==> src/rtl/rv_pkg.sv <==
`default_nettype none
// ============================================================================
//  Module   : rv_pkg
//  Brief    : Shared pipeline constants and the IF/ID record type used by
//             the fetch and decode stages.
//  Revision : 1.0 - initial release
// ============================================================================
package rv_pkg;

  localparam int               XLEN      = 32;
  localparam logic [XLEN-1:0]  RESET_PC  = 32'h0000_0000;
  localparam logic [XLEN-1:0]  NOP_INSTR = 32'h0000_0013;  // addi x0,x0,0

  // IF/ID pipeline record, consumed field-by-field by the decode stage
  typedef struct packed {
    logic [XLEN-1:0] instr;
    logic [XLEN-1:0] pc;
    logic [XLEN-1:0] pc_plus4;
    logic            valid;
  } if_id_t;

  // Bubble contents: no-op word, zeroed PCs, marked invalid
  function automatic if_id_t if_id_bubble(input logic [XLEN-1:0] nop);
    if_id_t b;
    b.instr    = nop;
    b.pc       = '0;
    b.pc_plus4 = '0;
    b.valid    = 1'b0;
    return b;
  endfunction

endpackage : rv_pkg
`default_nettype wire

==> src/rtl/pc_reg.sv <==
`default_nettype none
// ============================================================================
//  Module   : pc_reg
//  Brief    : Program counter flop with reset / redirect / stall priority.
//             Also exports the PC+4 adder so IF/ID reuses the same sum.
//  Revision : 1.0 - initial release
// ============================================================================
module pc_reg #(
  parameter int              XLEN     = 32,
  parameter logic [XLEN-1:0] RESET_PC = '0
) (
  input  logic            clk,
  input  logic            reset,
  input  logic            i_stall,
  input  logic            i_redirect,
  input  logic [XLEN-1:0] i_target,
  output logic [XLEN-1:0] o_pc,
  output logic [XLEN-1:0] o_pc_plus4
);

  localparam logic [XLEN-1:0] c_pc_step = XLEN'(4);

  logic [XLEN-1:0] r_pc;
  logic [XLEN-1:0] w_pc_plus4;
  logic [XLEN-1:0] w_target_aligned;

  // Sequential PC increment, wraps naturally at 2^XLEN
  assign w_pc_plus4       = r_pc + c_pc_step;
  // Misaligned targets are silently truncated to a word boundary
  assign w_target_aligned = {i_target[XLEN-1:2], 2'b00};

  // PC update: reset, then redirect (beats stall), then advance, else hold
  always_ff @(posedge clk) begin
    if (reset) begin
      r_pc <= RESET_PC;
    end else if (i_redirect) begin
      r_pc <= w_target_aligned;
    end else if (!i_stall) begin
      r_pc <= w_pc_plus4;
    end
  end

  assign o_pc       = r_pc;
  assign o_pc_plus4 = w_pc_plus4;

endmodule : pc_reg
`default_nettype wire

==> src/rtl/fetch_stage.sv <==
`default_nettype none
// ============================================================================
//  Module   : fetch_stage
//  Brief    : Instruction-fetch stage. Owns the PC, captures the memory word
//             with its PC and PC+4 into IF/ID, counts accepted fetches.
//             XLEN must match rv_pkg::XLEN since IF/ID uses the shared record.
//  Revision : 1.0 - initial release
// ============================================================================
module fetch_stage #(
  parameter int              XLEN      = rv_pkg::XLEN,
  parameter logic [XLEN-1:0] RESET_PC  = rv_pkg::RESET_PC,
  parameter logic [XLEN-1:0] NOP_INSTR = rv_pkg::NOP_INSTR
) (
  input  logic            clk,
  input  logic            reset,
  input  logic            stall_f,
  input  logic            stall_d,
  input  logic            flush_d,
  input  logic            pc_src_e,
  input  logic [XLEN-1:0] pc_target_e,
  input  logic [XLEN-1:0] instr_rd,
  output logic [XLEN-1:0] pc_f,
  output logic [XLEN-1:0] instr_d,
  output logic [XLEN-1:0] pc_d,
  output logic [XLEN-1:0] pc_plus4_d,
  output logic            valid_d,
  output logic [31:0]     fetch_cnt
);

  import rv_pkg::*;

  logic [XLEN-1:0] w_pc;
  logic [XLEN-1:0] w_pc_plus4;
  logic            w_capture;
  if_id_t          r_if_id;
  logic [31:0]     r_fetch_cnt;

  pc_reg #(
    .XLEN     (XLEN),
    .RESET_PC (RESET_PC)
  ) u_pc_reg (
    .clk        (clk),
    .reset      (reset),
    .i_stall    (stall_f),
    .i_redirect (pc_src_e),
    .i_target   (pc_target_e),
    .o_pc       (w_pc),
    .o_pc_plus4 (w_pc_plus4)
  );

  // A real instruction enters IF/ID only when neither flushed nor stalled
  assign w_capture = !flush_d && !stall_d;

  // IF/ID register: reset, then flush (beats stall), then capture, else hold
  always_ff @(posedge clk) begin
    if (reset || flush_d) begin
      r_if_id <= if_id_bubble(NOP_INSTR);
    end else if (w_capture) begin
      r_if_id.instr    <= instr_rd;
      r_if_id.pc       <= w_pc;
      r_if_id.pc_plus4 <= w_pc_plus4;
      r_if_id.valid    <= 1'b1;
    end
  end

  // Accepted-fetch counter, wraps at 2^32
  always_ff @(posedge clk) begin
    if (reset) begin
      r_fetch_cnt <= '0;
    end else if (w_capture) begin
      r_fetch_cnt <= r_fetch_cnt + 32'd1;
    end
  end

  assign pc_f       = w_pc;
  assign instr_d    = r_if_id.instr;
  assign pc_d       = r_if_id.pc;
  assign pc_plus4_d = r_if_id.pc_plus4;
  assign valid_d    = r_if_id.valid;
  assign fetch_cnt  = r_fetch_cnt;

endmodule : fetch_stage
`default_nettype wire

==> config.mk <==
export PLATFORM = sky130hd
export DESIGN_NAME = fetch_stage
export DESIGN_NICKNAME = d
export VERILOG_FILES = /design/src/rtl/rv_pkg.sv /design/src/rtl/pc_reg.sv /design/src/rtl/fetch_stage.sv
export SDC_FILE = /design/constraint.sdc
export NUM_CORES = 1
export LEC_CHECK = 0
export ABC_CLOCK_PERIOD_IN_PS = 4700
export CORE_UTILIZATION = 40
export DETAILED_ROUTE_END_ITERATION = 7
export GPL_TIMING_DRIVEN = 0
export PLACE_DENSITY = 0.81
export SYNTH_ARGS = -nofsm -noshare
export SYNTH_HDL_FRONTEND = slang
export SYNTH_SLANG_ARGS = --single-unit
==> constraint.sdc <==
create_clock -name clk -period 4.7 [get_ports clk]
set_input_delay 0.705 -clock clk [delete_from_list [all_inputs] [get_ports clk]]
set_output_delay 0.705 -clock clk [all_outputs]
set_load 0.005 [all_outputs]
Word level (Yosys, flattened, before mapping)
Cells that the tools add are included.
Word-level totals
  latch bits: 0
  output and inout port bits: 161
  word-level logic and storage cells: 17
  memories: 0
  bits in registers: 161
  input bits: 70
  bits in read-only memories: 0
  bits in writable memories: 0
Cells by class
  multiply operators: 0
  bitwise operators: 0
  reduce and logical (&&, ||, !) cells: 5
  add/subtract/negate cells: 2
  magnitude comparators: 0
  mux-type cells: 2
  shift-type cells: 0
  eq/ne operators: 1
  divide/modulo/power cells: 0
Operators with widths (number)
  two-way mux 32 bit: 2
  adder 32 x 1 -> 32 bit, second input constant: 1
  adder 32 x 3 -> 32 bit, second input constant: 1
  logical NOT 1 bit: 2
  inequality test 2 x 1 -> 1 bit, second input constant: 1
  OR reduction 2 bit: 1
  logical AND 1 bit: 1
  logical OR 1 bit: 1

Logic depth before layout (Yosys ltp)
Gate-level depths: netlist of the first run.
  depth after elaboration: 3
  gate-level depth with buffers: 8
  mapped depth without buffers: 5

Hierarchy
Synthesis of the first run repeated with hierarchy kept, for this count alone.
Second synthesis, totals
  cells, all modules: 794
  area total of the unflattened synthesis: 7315.8 um^2
By module, submodules not included
  fetch_stage: sequential area each 2582.5 um^2, area each 4953.5 um^2, instances 1, cells each 497
  pc_reg: sequential area each 600.6 um^2, area each 2362.3 um^2, instances 1, cells each 297

Worst setup path after synthesis of the first run
OpenSTA, ideal clock, no wires.
  path type: input port to flip-flop
  start point: input stall_f
  end point: register u_pc_reg.r_pc[18] (netlist: u_pc_reg.o_pc[18])
  slack: 2.476 ns
  required time: 4.609 ns
  library setup time: 0.091 ns
  data arrival time: 2.133 ns
  stages on the path: 7
  path buffers: 3
  path through: clkbuf_1 nand2b_1 clkbuf_1 or3_1 clkbuf_1 or3_1 a311oi_1
Between the ends
  word-level cells in the longest chain between the ends: 1
Ends and longest elaborated chain
  start, declared: RTL line fetch_stage.sv:16  | input logic stall_f,
  inequality test 2 x 1 -> 1 bit (no source line)
  end signal, assigned: RTL line pc_reg.sv:37  | r_pc <= w_target_aligned;
  end signal, assigned: RTL line pc_reg.sv:39  | r_pc <= w_pc_plus4;
  end, declared: RTL line pc_reg.sv:23  | logic [XLEN-1:0] r_pc;
Every way passes these cells.
A chain may end at the register's enable or synchronous reset.

Worst setup path in the final report of the first run
  start point: input flush_d
  end point: register r_fetch_cnt[23] (netlist: fetch_cnt[23])
Between the ends
  word-level cells in the longest chain between the ends: 2
Ends and longest elaborated chain
  start, declared: RTL line fetch_stage.sv:18  | input logic flush_d,
  logical NOT 1 bit: RTL line fetch_stage.sv:52  | assign w_capture = !flush_d && !stall_d;
  logical AND 1 bit: RTL line fetch_stage.sv:52
  end signal, assigned: RTL line fetch_stage.sv:71  | r_fetch_cnt <= r_fetch_cnt + 32'd1;
  end, declared: RTL line fetch_stage.sv:36  | logic [31:0] r_fetch_cnt;
Every way passes these cells.

==> key figures, run 1 <==
Yosys
  – Syn Area/Cell: 8.70 sq um
  – Share of the synthesized area in the top cell type: 0.436
  – Post-synthesis cell count: around 820
  – Top post-synthesis cells by area: dfxtp_1, mux2i_1, nor2_1
  – Synth warn: 0
  – Area of the mapped netlist: between 7000 and 8000 sq um
  – Post-synth EDFFs: 0
  – Top FF cell, synth: dfxtp_1
  – Largest area contributor in the netlist: dfxtp_1
  – Post-synth ARST share: 0
  – Seq/Total Area, Yosys: 0.436
  – Netlist cell types: around 50
  – Number of synthesized register bits: around 160

Route
  – DRT antenna net count: 0
  – TritonRoute pass-1 iters: 5
  – Final WL: about 23000 um
  – Detailed-route via count: about 7300
  – Via density: about 5.6
  – First-iteration detailed-routing DRC count: 568
  – DR WL/cell: 17.8 um
  – DRC viols: 0

Die
  – IO Pins: roughly 230
  – Initial core utilization: 0.410
  – Die height: 135 um
  – Die area: ~18000 sq um
  – Die X-Extent: approximately 140 um
  – Core area: between 15000 and 20000 sq um
  – Row count: between 40 and 50

Global routing
  – Global-route wire length before repair: 35700 um
  – Total GRT Usage: 0.252
  – Initial antenna violation count: 1
  – Via count of the first global-routing pass: between 6000 and 7000
  – Pin count of the biggest net entering global routing: 17
  – GRT overflow: 0

Min path
  – Hold/Removal Path Class: reg2reg

STA
  – Max frequency: 354 MHz
  – Fin crit period: ~2.8 ns
  – Fin crit share: 0.602
  – Fin Setup TNS: 0 ns
  – RSZ-0062 raised after global routing: false
  – Slew margin rel.: 0.275
  – Setup Viol. Count Final: 0
  – Worst-margin pin slew: 1.08 ns
  – Count of pins over their slew limit: 0
  – Final Hold Viols: 0
  – Worst clock skew: 0.0125 ns

Place
  – Dpl hpwl: ~17000 um
  – Placer Congestion: 0.911
  – Port bufs: 220

CTS
  – CTS root buf: clkbuf_16
  – Clock Sinks: approximately 160
  – CTS tree: built
  – Post_cts resized: 0
  – Post-CTS setup repair buffer count: 0
  – # hold bufs at CTS: 0
  – CTS clk-pin slew, worst paths: about 0.070 ns
  – Worst-Skew Late Latency: between 0.4 and 0.5 ns
  – Max Buffers Root-to-Sink: 2
  – Cts bufs inserted: 17
  – H-tree level count: 4

Critical path
  – Worst Setup SP: flush_d
  – CP cell instances: clkdlybuf4s50_1, nor2_1, nand3_1, clkbuf_1, o311ai_0, o41ai_1
  – Max FO, Critical Path: 10
  – Max incr delay on CP: 0.60 ns
  – Critical path type: in2reg
  – Req. time, crit path: about 5.0 ns
  – CP Capture Type: register
  – Crit path DAT: approximately 3.1 ns
  – Reg2reg end: u_pc_reg.o_pc[27]
  – Critical-path top delay cell: nor2_1
  – Critical Path End: fetch_cnt[23]
  – R2r startpoint: u_pc_reg.o_pc[3]
  – R2r setup slk: between 2 and 2.5 ns
  – Critical Path Source Type: primary input
  – Reg2Reg Depth: 5

Finish
  – Commonest non-fill, non-tap cell in the layout: clkdlybuf4s50_1
  – Commonest non-fill, non-tap cells in the layout: clkdlybuf4s50_1, dfxtp_1, nor2_1, mux2i_1, nand2_1
  – Layout cells sized above 1: 0.0669
  – N_diodes: 0
  – Nets@finish: between 1000 and 1500
  – Share of the core filled with cells: 0.587
  – Synth-to-Final Area Change: 43.1%

Flow run
  – Max-cap violations: 0

Outcome
  – Status: finished clean

Pwr
  – Power Density: approximately 300 nW/um^2
  – Static Leak: between 3 and 4 nW
  – Worst IR Drop VDD: ~0.00028 V
per-stage QoR:
step                      hold slack (ns)  power (mW)  worst slack (ns)  instances  area (sq um)
final                               0.451        3.11              1.87       1301         10200
after floorplan                     0.448        1.59              2.48        824          7140
after CTS                           0.453        3.12              1.88       1301         10200
after global placement              0.438        1.80              1.47       1269          9630
after detailed placement            0.446        1.80              1.45       1269          9630
after global routing                0.473        3.21              1.75       1301         10200
cell type report:
| type | count | area, sq um |
|---|---|---|
| clock inverters | 12 | 113 |
| fillers | 1542 | 7160 |
| clock buffers | 20 | 457 |
| flip-flops and latches | 155 | 3100 |
| multi-input cells | 578 | 3650 |
| inverters | 17 | 63.8 |
| well taps | 225 | 282 |
| plain buffers | 74 | 327 |
| repair buffers | 220 | 2200 |
worst min-delay path by stage:
| stage | start | endpoint | slack, ns | cells after the start |
|---|---|---|---|---|
| 5_1_grt | pc_plus4_d[7] | pc_plus4_d[7] | 0.47 | 2 |
| 3_5_place_dp | pc_d[23] | pc_d[23] | 0.45 | 2 |
| 3_3_place_gp | pc_d[23] | pc_d[23] | 0.44 | 2 |
| 6_report | pc_d[23] | pc_d[23] | 0.45 | 2 |
| 2_1_floorplan | pc_plus4_d[4] | pc_plus4_d[4] | 0.45 | 2 |
| 4_1_cts | pc_d[23] | pc_d[23] | 0.45 | 2 |
cell families (layout without fill, tap and decap cells):
| logic type | after synthesis | after routing | share of synthesized area |
|---|---|---|---|
| AO/OA/AOI/OAI | 153 | 153 | 0.142 |
| XOR/XNOR | 36 | 36 | 0.0443 |
| adder cells (fa/ha/maj) | 2 | 2 | 0.00351 |
| buffers and inverters | 91 | 343 | 0.0548 |
| flip-flops | 155 | 155 | 0.436 |
| multiplexers | 63 | 63 | 0.0889 |
| other | 1 | 6 | 0.000526 |
| AND/OR/NAND/NOR | 318 | 318 | 0.230 |
power breakdown:
group          total (mW)  internal, mW  leakage [nW]  switching [mW]
sequential           1.40          1.36          1.26          0.0394
clock                1.33         0.761         0.271           0.565
combinational       0.384         0.200          2.06           0.184
total                3.11          2.32          3.59           0.788
flip-flops by register name, indices dropped and copies added, names as in the netlist:
register,cells
fetch_cnt,32
instr_d,32
pc_d,30
pc_plus4_d,30
u_pc_reg.o_pc,30
valid_d,1
synthesized netlist by cell type (2+ instances only):
| cell | n |
|---|---|
| and3_1 | 5 |
| or4_1 | 8 |
| mux2i_1 | 61 |
| or2_2 | 10 |
| nand4_1 | 21 |
| nor2_1 | 96 |
| a221oi_1 | 2 |
| nor2b_1 | 2 |
| o41ai_1 | 10 |
| a21oi_1 | 35 |
| nand3_1 | 21 |
| a31oi_1 | 8 |
| clkbuf_2 | 2 |
| buf_1 | 9 |
| and2_1 | 4 |
| a211oi_1 | 17 |
| dfxtp_1 | 155 |
| nor4_1 | 26 |
| nand2b_1 | 3 |
| clkbuf_1 | 40 |
| and4_1 | 15 |
| a311oi_1 | 11 |
| o211a_1 | 2 |
| buf_2 | 16 |
| nand3b_1 | 2 |
| inv_1 | 17 |
| nand4b_1 | 5 |
| o31ai_1 | 10 |
| o311ai_0 | 6 |
| ha_1 | 2 |
| xor2_1 | 11 |
| or3_1 | 15 |
| o21ai_0 | 38 |
| o21a_1 | 4 |
| buf_4 | 7 |
| xnor2_1 | 25 |
| mux2_2 | 2 |
| nor3_1 | 24 |
| a2111oi_0 | 5 |
| nand2_1 | 56 |
critical path, delay by kind of cell:
kind / cells / cell delay, ns
and+or+nand+nor: 2 / 1.02
buffers and inverters: 2 / 0.90
AOI/OAI and AO/OA: 2 / 0.50
routing by layer:
layer	routed length, um	GRT usage	part of all wire
met1	9260	0.305	0.40
met5	13	0	0.00056
met3	2540	0.0793	0.11
met2	10700	0.413	0.46
met4	680	0.0986	0.029
Power figures use the tool's default switching activity.
==> run 2: changes to the inputs <==
--- a/config.mk
+++ b/config.mk
@@ -5,11 +5,11 @@
 export SDC_FILE = /design/constraint.sdc
 export NUM_CORES = 1
 export LEC_CHECK = 0
-export ABC_CLOCK_PERIOD_IN_PS = 4700
+export ABC_CLOCK_PERIOD_IN_PS = 2450
 export CORE_UTILIZATION = 40
 export DETAILED_ROUTE_END_ITERATION = 7
 export GPL_TIMING_DRIVEN = 0
-export PLACE_DENSITY = 0.81
+export PLACE_DENSITY = 0.84
 export SYNTH_ARGS = -nofsm -noshare
 export SYNTH_HDL_FRONTEND = slang
 export SYNTH_SLANG_ARGS = --single-unit
==> constraint.sdc (replaced) <==
create_clock -name clk -period 2.45 [get_ports clk]
set_input_delay 0.3675 -clock clk [delete_from_list [all_inputs] [get_ports clk]]
set_output_delay 0.3675 -clock clk [all_outputs]
set_load 0.005 [all_outputs]
==> run 2 against run 1 <==
Net effect: count of clock-buffer cells in the layout is the same; highest routed layer is now met4; routed wire length grew 4.7%; first-iteration DRC count grew 9.0%; die area is the same; final cell count is the same.
==> key figures, run 2 (same netlist as run 1, synthesis figures left out) <==
Outcome
  – Status: finished clean (unchanged)

CTS
  – CTS tree: built (unchanged)
  – H-tree level count: 4 (unchanged)
  – CTS root buf: clkbuf_16 (unchanged)
  – Cts bufs inserted: 17 (unchanged)
  – Max Buffers Root-to-Sink: 2 (unchanged)
  – CTS clk-pin slew, worst paths: 0.06 ns (was 0.07 ns)
  – Clock Sinks: 155 (unchanged)
  – Worst-Skew Late Latency: 0.43 ns (about the same)
  – Post-CTS setup repair buffer count: 0 (unchanged)

Pwr
  – Sw Ratio: 0.255 (was 0.254)
  – Clock Power Share: 0.435 (was 0.427)
  – Reg power frac: 0.442 (was 0.450)
  – Pwr Total: 6.08 mW (was 3.11 mW)
  – Power Density: 594 nW/um^2 (was 305 nW/um^2)
  – Internal power: 4.53 mW (was 2.32 mW)
  – Worst IR Drop VDD: 0.000540 V (was 0.000275 V)
  – Static Leak: 3.62 nW (was 3.59 nW)
  – Comb pwr share: 0.123 (about the same)
  – Sw power: 1.55 mW (was 0.788 mW)

Global routing
  – Via count of the first global-routing pass: 7059 (was 6779)
  – Initial antenna violation count: 0 (was 1)
  – GRT overflow: 0 (unchanged)
  – Pin count of the biggest net entering global routing: 17 (unchanged)
  – Total GRT Usage: 0.264 (was 0.252)
  – Global-route wire length before repair: 37600 um (was 35700 um)

Critical path
  – Max incr delay on CP: 0.44 ns (was 0.60 ns)
  – CP cell instances: clkbuf_1, nand3_1, or3_1, buf_2, or4_1, a311oi_1 (was clkdlybuf4s50_1, nor2_1, nand3_1, clkbuf_1, o311ai_0, o41ai_1)
  – CP Capture Type: register (unchanged)
  – Worst Setup SP: u_pc_reg.o_pc[3] (was flush_d)
  – R2r setup slk: 0.07 ns (was 2.10 ns)
  – Max FO, Critical Path: 9 (was 10)
  – Reg2reg end: u_pc_reg.o_pc[17] (was u_pc_reg.o_pc[27])
  – R2r startpoint: u_pc_reg.o_pc[3] (unchanged)
  – Reg2Reg Depth: 6 (was 5)
  – Critical path type: reg2reg (was in2reg)
  – Buffers & Inverters on Critical Path: 2 (unchanged)
  – Delay-heaviest family, CP: simple AND/OR/NAND/NOR gates (unchanged)
  – Critical-path top delay cell: or4_1 (was nor2_1)
  – Critical Path Source Type: register (was primary input)
  – Req. time, crit path: 2.78 ns (was 5.00 ns)
  – Crit path DAT: 2.71 ns (was 3.13 ns)

STA
  – Slew margin rel.: 0.451 (was 0.275)
  – Worst-margin pin slew: 0.824 ns (was 1.08 ns)
  – Worst clock skew: 0.0117 ns (was 0.0125 ns)
  – Max frequency: 420 MHz
  – Count of pins over their slew limit: 0 (unchanged)
  – RSZ-0062 raised after global routing: true (was false)
  – Setup Viol. Count Final: 0 (unchanged)
  – Fin crit period: around 2.4 ns
  – Final Hold Viols: 0 (unchanged)
  – Fin crit share: 0.971

Die
  – IO Pins: 231 (unchanged)
  – Die height: 135 um (unchanged)
  – Die area: 18300 sq um (unchanged)
  – Core area: 17400 sq um (unchanged)
  – Die X-Extent: 135 um (unchanged)
  – Initial core utilization: 0.410 (unchanged)
  – Row count: 48 (unchanged)

Finish
  – Design Area, Final: 10200 sq um (about the same)
  – Layout cells sized above 1: 0.0697 (was 0.0669)
  – Share of the core filled with cells: 0.590 (was 0.587)
  – N_diodes: 0 (unchanged)
  – Commonest non-fill, non-tap cell in the layout: clkdlybuf4s50_1 (unchanged)
  – FILL cells: 1544 (was 1542)
  – Area of the multi-input gates: 3670 sq um (was 3650 sq um)
  – Commonest non-fill, non-tap cells in the layout: clkdlybuf4s50_1, dfxtp_1, nor2_1, mux2i_1, nand2_1 (unchanged)
  – Reg area: 3100 sq um (unchanged)
  – Synth-to-Final Area Change: 43.7% (was 43.1%)
  – Nets@finish: 1135 (unchanged)

Place
  – Placer Congestion: 0.895 (was 0.911)
  – Port bufs: 220 (unchanged)
  – Dpl hpwl: 17900 um (was 17200 um)
  – Placed Area: 9630 sq um (unchanged)

Route
  – Final WL: 24300 um (was 23200 um)
  – Detailed-route via count: 7484 (was 7304)
  – DR WL/cell: 18.7 um (was 17.8 um)
  – DRT antenna net count: 0 (unchanged)
  – First-iteration detailed-routing DRC count: 619 (was 568)
  – Via density: 5.75 (was 5.61)
  – TritonRoute pass-1 iters: 5 (unchanged)
  – DRC viols: 0 (unchanged)

Min path
  – Hold Path Origin: pc_plus4_d[5] (was pc_d[23])
  – Hold EP: pc_plus4_d[5] (was pc_d[23])
  – Worst hold path stage count: 2 (unchanged)
  – Hold/Removal Path Class: reg2reg (unchanged)

Flow run
  – Max-cap violations: 0 (unchanged)
run 2: timing repair:
action	in CTS	in global routing
hold buffers	0	0
setup endpoints to repair	4	17
gates resized for setup	3	2
pin swaps	0	1
run 2: worst max path at each step:
stage,endpoint,cells after the start
floorplan,u_pc_reg.o_pc[18],8
global placement,fetch_cnt[23],6
detailed placement,fetch_cnt[23],6
CTS,instr_d[30],6
global route,u_pc_reg.o_pc[17],6
finish,u_pc_reg.o_pc[17],6
run 2: worst reg2reg max path, stage by stage, from the launching register on:
cell and delay, ns:
dfxtp_1 0.35, clkbuf_1 0.39, nand3_1 0.27, or3_1 0.35, buf_2 0.18, or4_1 0.44, a311oi_1 0.29
run 2: power groups by stage:
| stage | Combinational (mW) | Sequential, mW | Clock, mW |
|---|---|---|---|
| global placement | 0.719 | 2.73 | 0 |
| floorplan | 0.330 | 2.72 | 0 |
| detailed placement | 0.731 | 2.74 | 0 |
| finish | 0.746 | 2.68 | 2.65 |
| CTS | 0.738 | 2.68 | 2.66 |
| global route | 0.801 | 2.69 | 2.77 |
run 2: layer usage:
metal  track usage  share of wire
met3        0.0741           0.11
met5             0              0
met1         0.314           0.39
met2         0.447           0.47
met4         0.109          0.031
run 2: final cells by class:
type / count / share of cell area
timing repair buffer: 220 / 0.215
multi-input combinational: 578 / 0.359
inverter: 17 / 0.00623
buffer: 74 / 0.0320
clock inverter: 12 / 0.0137
tap: 225 / 0.0275
clock buffer: 20 / 0.0436
sequential: 155 / 0.303
run 2: through the flow:
step                      hold WS [ns]  worst slack (ns)  cells  setup TNS (ns)
after CTS                        0.455            0.0205   1301               0
after floorplan                  0.448             0.516    824               0
final                            0.456            0.0707   1301               0
after global placement           0.439            -0.440   1269           -9.15
after detailed placement         0.445            -0.475   1269          -10.61
after global routing             0.467           -0.0138   1301         -0.0138
